## config.mk

```make
export PLATFORM = sky130hd
export DESIGN_NAME = load_store_unit_flat
export DESIGN_NICKNAME = d
export VERILOG_FILES = /design/src/rtl/load_store_unit_if.sv /design/src/rtl/load_store_unit.sv /design/src/flat_wrapper.sv
export SDC_FILE = /design/constraint.sdc
export NUM_CORES = 1
export LEC_CHECK = 0
export ABC_AREA = 1
export CAP_MARGIN = 5
export CORE_ASPECT_RATIO = 0.9
export CORE_MARGIN = 3
export CORE_UTILIZATION = 43
export CTS_CLUSTER_SIZE = 28
export DETAILED_ROUTE_END_ITERATION = 8
export PLACE_DENSITY_LB_ADDON = 0.08
export SLEW_MARGIN = 15
export SYNTH_ARGS = -nofsm -noshare
export SYNTH_HDL_FRONTEND = slang
export SYNTH_SLANG_ARGS = --single-unit
```

## constraint.sdc

```tcl
create_clock -name clk -period 1.9 [get_ports clk]
set_input_delay 0.57 -clock clk [delete_from_list [all_inputs] [get_ports clk]]
set_output_delay 0.57 -clock clk [all_outputs]
set_load 0.01 [all_outputs]
```

## src/rtl/load_store_unit_if.sv

```systemverilog
// Request/response and data-memory signals of the load/store unit.
// slave is the unit's view; master is the requester-plus-memory environment.
interface load_store_unit_if;
   logic        req_valid;
   logic        req_ready;
   logic        req_write;
   logic [1:0]  req_size;
   logic        req_unsigned;
   logic [31:0] req_addr;
   logic [31:0] req_wdata;
   logic        resp_valid;
   logic [31:0] resp_rdata;
   logic        resp_error;
   logic [31:0] mem_address;
   logic [31:0] mem_write_data;
   logic        mem_write_enable;
   logic [31:0] mem_read_data;

   modport slave (
      input  req_valid, req_write, req_size, req_unsigned, req_addr, req_wdata, mem_read_data,
      output req_ready, resp_valid, resp_rdata, resp_error,
             mem_address, mem_write_data, mem_write_enable
   );

   modport master (
      output req_valid, req_write, req_size, req_unsigned, req_addr, req_wdata, mem_read_data,
      input  req_ready, resp_valid, resp_rdata, resp_error,
             mem_address, mem_write_data, mem_write_enable
   );
endinterface

```

## src/rtl/load_store_unit.sv

```systemverilog
// Byte-addressed load/store front end for a word-wide data memory.
// Sub-word stores are done as read-modify-write; bad requests never reach memory.
module load_store_unit #(
   parameter int unsigned DEPTH_WORDS = 1024
) (
   input  logic              clk,
   input  logic              rst_n,
   load_store_unit_if.slave  bus
);

   typedef enum logic [1:0] {IDLE, ACCESS, WRITE, RESP} state_t;

   state_t      state, state_nxt;
   logic        write_q, unsigned_q, error_q;
   logic [1:0]  size_q;
   logic [31:0] addr_q, wdata_q, word_q;
   logic        req_error, word_store;
   logic [31:0] merged_word, load_data;
   logic [7:0]  byte_lane;
   logic [15:0] half_lane;

   assign word_store = write_q && (size_q == 2'b10);

   always_comb begin
      // NOTE: every combinational output gets a default first, so no path leaves it unassigned (no latch).
      req_error = 1'b0;
      unique case (bus.req_size)
         2'b00:   req_error = 1'b0;
         2'b01:   req_error = bus.req_addr[0];
         2'b10:   req_error = (bus.req_addr[1:0] != 2'b00);
         default: req_error = 1'b1;
      endcase
      if ({2'b00, bus.req_addr[31:2]} >= DEPTH_WORDS)
         req_error = 1'b1;
   end

   // Little-endian lane replacement applied to the word read during ACCESS.
   always_comb begin
      merged_word = bus.mem_read_data;
      if (size_q == 2'b00)
         merged_word[{addr_q[1:0], 3'b000} +: 8] = wdata_q[7:0];
      else
         merged_word[{addr_q[1], 4'b0000} +: 16] = wdata_q[15:0];
   end

   assign byte_lane = word_q[{addr_q[1:0], 3'b000} +: 8];
   assign half_lane = word_q[{addr_q[1], 4'b0000} +: 16];

   always_comb begin
      unique case (size_q)
         2'b00:   load_data = unsigned_q ? {24'h0, byte_lane} : {{24{byte_lane[7]}}, byte_lane};
         2'b01:   load_data = unsigned_q ? {16'h0, half_lane} : {{16{half_lane[15]}}, half_lane};
         default: load_data = word_q;
      endcase
   end

   always_ff @(posedge clk or negedge rst_n) begin
      // NOTE: sequential state uses non-blocking assignments so every flop samples pre-edge values.
      if (!rst_n) state <= IDLE;
      else        state <= state_nxt;
   end

   always_ff @(posedge clk or negedge rst_n) begin
      if (!rst_n) begin
         write_q    <= 1'b0;
         unsigned_q <= 1'b0;
         error_q    <= 1'b0;
         size_q     <= 2'b00;
         addr_q     <= '0;
         wdata_q    <= '0;
         word_q     <= '0;
      end else begin
         if (state == IDLE && bus.req_valid) begin
            write_q    <= bus.req_write;
            unsigned_q <= bus.req_unsigned;
            error_q    <= req_error;
            size_q     <= bus.req_size;
            addr_q     <= bus.req_addr;
            wdata_q    <= bus.req_wdata;
         end
         // Sub-word stores keep the already-merged word so WRITE drives memory from a register.
         if (state == ACCESS && !word_store)
            word_q <= write_q ? merged_word : bus.mem_read_data;
      end
   end

   always_comb begin
      state_nxt            = state;
      bus.req_ready        = 1'b0;
      bus.resp_valid       = 1'b0;
      bus.resp_rdata       = '0;
      bus.resp_error       = 1'b0;
      bus.mem_address      = '0;
      bus.mem_write_data   = '0;
      bus.mem_write_enable = 1'b0;
      unique case (state)
         IDLE: begin
            bus.req_ready = rst_n;
            if (bus.req_valid)
               state_nxt = req_error ? RESP : ACCESS;
         end
         ACCESS: begin
            bus.mem_address = {2'b00, addr_q[31:2]};
            if (word_store) begin
               bus.mem_write_enable = 1'b1;
               bus.mem_write_data   = wdata_q;
               state_nxt            = RESP;
            end else begin
               state_nxt = write_q ? WRITE : RESP;
            end
         end
         WRITE: begin
            bus.mem_address      = {2'b00, addr_q[31:2]};
            bus.mem_write_enable = 1'b1;
            bus.mem_write_data   = word_q;
            state_nxt            = RESP;
         end
         RESP: begin
            bus.resp_valid = 1'b1;
            bus.resp_error = error_q;
            bus.resp_rdata = (error_q || write_q) ? 32'h0 : load_data;
            state_nxt      = IDLE;
         end
         default: state_nxt = IDLE;
      endcase
   end

endmodule

```

## src/flat_wrapper.sv

```systemverilog
// flat-port wrapper written by rule: the top's interface ports become plain ports
module load_store_unit_flat 
#(
   parameter int unsigned DEPTH_WORDS = 1024
)
  (clk, rst_n, bus_req_valid, bus_req_write, bus_req_size, bus_req_unsigned, bus_req_addr, bus_req_wdata, bus_mem_read_data, bus_req_ready, bus_resp_valid, bus_resp_rdata, bus_resp_error, bus_mem_address, bus_mem_write_data, bus_mem_write_enable);
  load_store_unit_if bus_i ();
  input  logic clk;
  input  logic rst_n;
  input wire logic [$bits(bus_i.req_valid)-1:0] bus_req_valid;
  input wire logic [$bits(bus_i.req_write)-1:0] bus_req_write;
  input wire logic [$bits(bus_i.req_size)-1:0] bus_req_size;
  input wire logic [$bits(bus_i.req_unsigned)-1:0] bus_req_unsigned;
  input wire logic [$bits(bus_i.req_addr)-1:0] bus_req_addr;
  input wire logic [$bits(bus_i.req_wdata)-1:0] bus_req_wdata;
  input wire logic [$bits(bus_i.mem_read_data)-1:0] bus_mem_read_data;
  output wire logic [$bits(bus_i.req_ready)-1:0] bus_req_ready;
  output wire logic [$bits(bus_i.resp_valid)-1:0] bus_resp_valid;
  output wire logic [$bits(bus_i.resp_rdata)-1:0] bus_resp_rdata;
  output wire logic [$bits(bus_i.resp_error)-1:0] bus_resp_error;
  output wire logic [$bits(bus_i.mem_address)-1:0] bus_mem_address;
  output wire logic [$bits(bus_i.mem_write_data)-1:0] bus_mem_write_data;
  output wire logic [$bits(bus_i.mem_write_enable)-1:0] bus_mem_write_enable;
  assign bus_i.req_valid = bus_req_valid;
  assign bus_i.req_write = bus_req_write;
  assign bus_i.req_size = bus_req_size;
  assign bus_i.req_unsigned = bus_req_unsigned;
  assign bus_i.req_addr = bus_req_addr;
  assign bus_i.req_wdata = bus_req_wdata;
  assign bus_i.mem_read_data = bus_mem_read_data;
  assign bus_req_ready = bus_i.req_ready;
  assign bus_resp_valid = bus_i.resp_valid;
  assign bus_resp_rdata = bus_i.resp_rdata;
  assign bus_resp_error = bus_i.resp_error;
  assign bus_mem_address = bus_i.mem_address;
  assign bus_mem_write_data = bus_i.mem_write_data;
  assign bus_mem_write_enable = bus_i.mem_write_enable;
  load_store_unit #(.DEPTH_WORDS(DEPTH_WORDS)) u_core (.clk(clk), .rst_n(rst_n), .bus(bus_i));
endmodule
```

**After elaboration in Yosys (flattened, before gate mapping)**

Cells that the tools add are included.
Widths: inputs -> output; s select.

- Add/subtract/negate cells: 2
- Order comparisons: 1
- Equal/unequal tests: 8
- Shift operators: 6
- Muxes and demuxes: 24
- Reduce and logical (&&, ||, !) cells: 10

Operator list:

| cell | number |
|---|---|
| $mux 32 | 7 |
| $pmux 32 s2 | 2 |
| $bwmux 32 | 2 |
| $shift 16x7->32 const A | 1 |
| $shift 8x7->32 const A | 1 |
| $shiftx 16x7->32 | 1 |
| $shiftx 32x6->16 | 1 |
| $shiftx 32x6->8 | 1 |
| $shiftx 8x7->32 | 1 |
| $ge 30x11->1 const B | 1 |
| $mux 30 | 1 |
| $neg 5->7 | 2 |
| $eq 2x2->1 const B | 4 |
| $pmux 2 s4 | 1 |
| $eq 2x1->1 const B | 3 |
| $logic_not 2->1 | 3 |
| $mux 1 | 6 |
| $mux 2 | 3 |
| $logic_and 1x1->1 | 3 |
| $pmux 1 s3 | 1 |
| $ne 2x2->1 const B | 1 |
| $pmux 1 s2 | 1 |
| $reduce_bool 2->1 | 1 |
| $reduce_or 2->1 | 1 |
| other kinds (2) | 2 |

- Bits in registers: 103
- Input bits: 103
- Output and inout port bits: 100
- Logic and storage cells: 59

**Longest topological paths before layout**

- Word-level depth: 6
- Mapped depth: 11
- Gate-level depth less buffers: 10

**Worst setup path after synthesis**

Ideal clock, no wire load.

- Kind: register -> output
- Start: reg u_core.state[1]
- End: out bus_resp_rdata[10]
- Arrival: 1.577 ns
- Data required time: 1.330 ns
- Slack: -0.247 ns
- Stages on the path, launching flop included: 7
- Path buffers: 1
- Path through: dfrtp_1 > ha_1 > inv_1 > nor3_2 > clkbuf_1 > o21ai_0 > a21oi_1

- Word-level cells in the longest chain between the ends: 2

Ends and longest elaborated chain:

| item | RTL line | RTL |
|---|---|---|
| from (decl) | load_store_unit.sv:13 | `state_t state, state_nxt;` |
| from (signal assigned) | load_store_unit.sv:60 | `else state <= state_nxt;` |
| $eq 2x2->1 | load_store_unit.sv:96 | `unique case (state)` |
| $mux 32 | load_store_unit.sv:96 |  |
| to (decl) | flat_wrapper.sv:19 | `output wire logic [$bits(bus_i.resp_rdata)-1:0] bus_resp_rdata;` |

Every way passes these cells.

**Worst setup path in the final report**

- Start: reg u_core.state[1]
- End: out bus_resp_rdata[21]

The elaborated chain is that of the path after synthesis.

==> results.py <==
metrics = {
    "routing": {
        "ant_nets": 0,
        "post_drt_wl_per_cell_um": 17.8,
        "drtIter0Drc": 522,
        "viasPerCell": 5.10,
        "dr.pass1.iters": 5,
        "remaining_drc_errors": 0,
        "vias": 7150,
        "wl_um": 24900,
    },
    "power_and_ir_drop": {
        "peakVddDrop_uv": 1160,
        "p_leak_nw": 5.35,
        "p_per_area_nw_per_um2": 1820,
    },
    "hold_path": {
        "hold_path_depth": 2,
        "holdPathEnd": "u_core.addr_q[28]",
        "holdCritStartpoint": "u_core.addr_q[28]",
        "hp-class": "reg2reg",
    },
    "die": {
        "die_h_um": 121,
        "die-area_sq_um": 16300,
        "die_w_um": 134,
        "rows": 41,
        "start_util_pct": 44.7,
        "core_area_sq_um": 14200,
        "pin_count": 203,
    },
    "clocking": {
        "cts_tree": "done",
        "path_clk_slew_ns": 0.08,
        "cts.htree.levels": 3,
        "cts_buffers": 9,
        "cts_sinks": 103,
        "clock-root-buffer": "clkbuf_16",
        "clk_path_buf_depth": 2,
        "clkLatencyLatePin_ns": 0.36,
    },
    "timing": {
        "post-route-min-period_ns": 2.54,
        "layout_setup_ws_ns": -0.641,
        "max_slew_margin_pct": 49.6,
        "finClkSkew_ns": 0.0104,
        "finalSetupViolCount": 98,
        "rsz0062_at_grt": "yes",
        "final-max-slew-violation-count": 0,
        "hold_violations": 0,
        "fmax_mhz": 394,
        "tightest_slew_ns": 0.757,
        "finalCritPeriodShare_pct": 134,
        "holdWs_ns": 0.495,
    },
    "grt": {
        "grt_pass1_wl_um": 38000,
        "grt_pass1_vias": 6999,
        "antenna_found_initial": 0,
        "grt_max_degree": 58,
        "grt_remaining_overflow": 0,
        "grtUsageTotal_pct": 30.0,
    },
    "yosys": {
        "synthArstFlopShare_pct": 100,
        "synth-edff-count": 0,
        "synth_area_sq_um": 6340,
        "synth_cells": 886,
        "ys_seq_area_share_pct": 40.6,
        "synth.distinct_cells": 34,
        "yosys_register_bits": 103,
        "avgSynthCellArea_sq_um": 7.16,
        "yosys_warnings": 0,
        "ys_dominant_reg_cell": "dfrtp_1",
    },
    "placed_design": {
        "port_buffers": 200,
        "dp_hpwl_um": 16900,
        "dp.cells": 1329,
        "place_congestion": 0.955,
    },
    "worst_setup_path": {
        "cp_slowest_stage_delay_ns": 0.41,
        "cpMostUsedCell": "buf_6",
        "reg2reg_depth": 8,
        "reg2reg_to": "u_core.word_q[28]",
        "worst_ep_arrival_time_ns": 1.97,
        "end_kind": "output port",
        "cpMaxStageDelayCell": "dfrtp_2",
        "path_class": "reg2out",
        "path_cells": "buf_6, ha_4, inv_2, nor3_4, buf_6, nand2_8, buf_12, nor2_4, buf_6",
        "cp-start-kind": "flip-flop",
        "r2r_start": "u_core.addr_q[1]",
        "cp_max_fo": 8,
        "cp.required_ns": 1.33,
        "r2r_setup_slack_ns": 0.06,
    },
    "layout": {
        "syn_to_final_growth_pct": 69.2,
        "n_fill_cell": 1057,
        "finalNetCount": 1318,
        "layout.cells.non_filler": 1403,
        "multi_input_area_sq_um": 3920,
        "antenna_cells": 0,
        "regArea_sq_um": 2580,
        "drive_above_1_share_pct": 40.5,
    },
    "outcome": {
        "outcome": "complete, but fails checks",
        "violations": "negative setup slack",
    },
    "run": {
        "cap_violations": 0,
    },
}
[through the flow]
| step | power (mW) | util [%] | setup WS [ns] | instance area, sq um | TNS, ns |
|---|---|---|---|---|---|
| after floorplan | 10.0 | - | -0.0779 | 6770 | -1.24 |
| after global placement | 14.7 | 67.3 | -0.655 | 9560 | -51.11 |
| after detailed placement | 14.9 | 67.3 | -0.707 | 9560 | -54.02 |
| after CTS | 18.6 | 73.6 | -0.615 | 10500 | -42.60 |
| after global routing | 20.8 | 75.6 | -0.691 | 10700 | -56.89 |
| final | 19.5 | 75.6 | -0.641 | 10700 | -50.10 |
[flip-flops by register name (all words and copies together), names as in the netlist]
signal and count:
u_core.state 2, u_core.size_q 2, u_core.write_q 1, u_core.word_q 32
u_core.error_q 1, u_core.addr_q 32, u_core.unsigned_q 1, u_core.wdata_q 32
[worst max path at each step]
stage | cells after the start | to | start | slack, ns
after floorplan | 11 | bus_resp_rdata[21] | u_core.addr_q[1] | -0.08
after global placement | 8 | bus_mem_write_data[10] | u_core.state[1] | -0.65
after detailed placement | 8 | bus_mem_write_data[23] | u_core.state[1] | -0.71
after CTS | 9 | bus_resp_rdata[5] | u_core.state[1] | -0.62
after global routing | 9 | bus_resp_rdata[21] | u_core.state[1] | -0.69
final | 9 | bus_resp_rdata[21] | u_core.state[1] | -0.64
[report_power, final]
| group | total [mW] | leakage (nW) | switching [mW] | internal [mW] |
|---|---|---|---|---|
| combinational | 13.4 | 4.03 | 7.01 | 6.41 |
| sequential | 4.27 | 1.19 | 0.991 | 3.28 |
| clock | 1.85 | 0.140 | 0.902 | 0.944 |
[what timing repair did]
item	in CTS	in global routing
pin swaps	18	20
hold buffers	0	0
gates resized for setup	558	69
gates cloned	8	1
setup endpoints to repair	112	129
buffers inserted	41	13
[Yosys cell counts (8+ instances only)]
master	number	area share, %
nand3_1	36	2.8
nand2_1	267	16
o21ai_0	52	4.1
dfrtp_1	103	41
ha_1	10	2.0
o22ai_1	8	0.79
a21oi_1	91	7.2
mux2_2	37	6.6
nor2_2	13	1.3
nor2_1	93	5.5
inv_1	94	5.6
clkbuf_1	26	1.5
buf_2	17	1.3
[metal layers]
layer / vias to the layer above / part of all wire [%] / GRT usage [%]
met3: 33 / 8.3 / 7.55
met1: 3368 / 42 / 40.1
li1: 3450 / - / -
met5: - / 0 / 0
met4: 0 / 2.2 / 9.92
met2: 299 / 47 / 48.1
[cell type report]
type	instances	area share, %
tap	193	2.25
clock buffer	10	2.23
inverter	97	3.60
clock inverter	6	0.478
timing repair buffer	356	30.9
multi-input combinational	638	36.5
sequential	103	24.0
[worst max-delay path, delay by kind of cell, from the launching register on]
family | cells | cell delay (ns)
DFF | 1 | 0.41
and+or+nand+nor | 3 | 0.41
buffers and inverters | 5 | 0.64
adders and majority gates | 1 | 0.13
[layout by cell type, fill, tap and decap left out, types with 35 or more instances in the layout]
cell	Yosys	routed
nand2_2	1	44
o21ai_0	52	35
nand3_1	36	35
clkdlybuf4s50_1	0	101
buf_6	1	70
buf_2	17	66
buf_4	4	98
dfrtp_1	103	101
a21oi_1	91	48
inv_1	94	77
nand2_1	267	207
mux2_2	37	37
nor2_1	93	86
[kinds of logic after synthesis]
logic type | Yosys count | synth area share [%]
simple gates | 421 | 27.1
buf+inv | 146 | 9.37
mux | 43 | 7.51
flops | 103 | 40.6
compound gates | 162 | 13.4
fa+ha+maj | 10 | 1.97
other cells | 1 | 0.0591
Note: power is estimated with default switching activity, not from simulation.
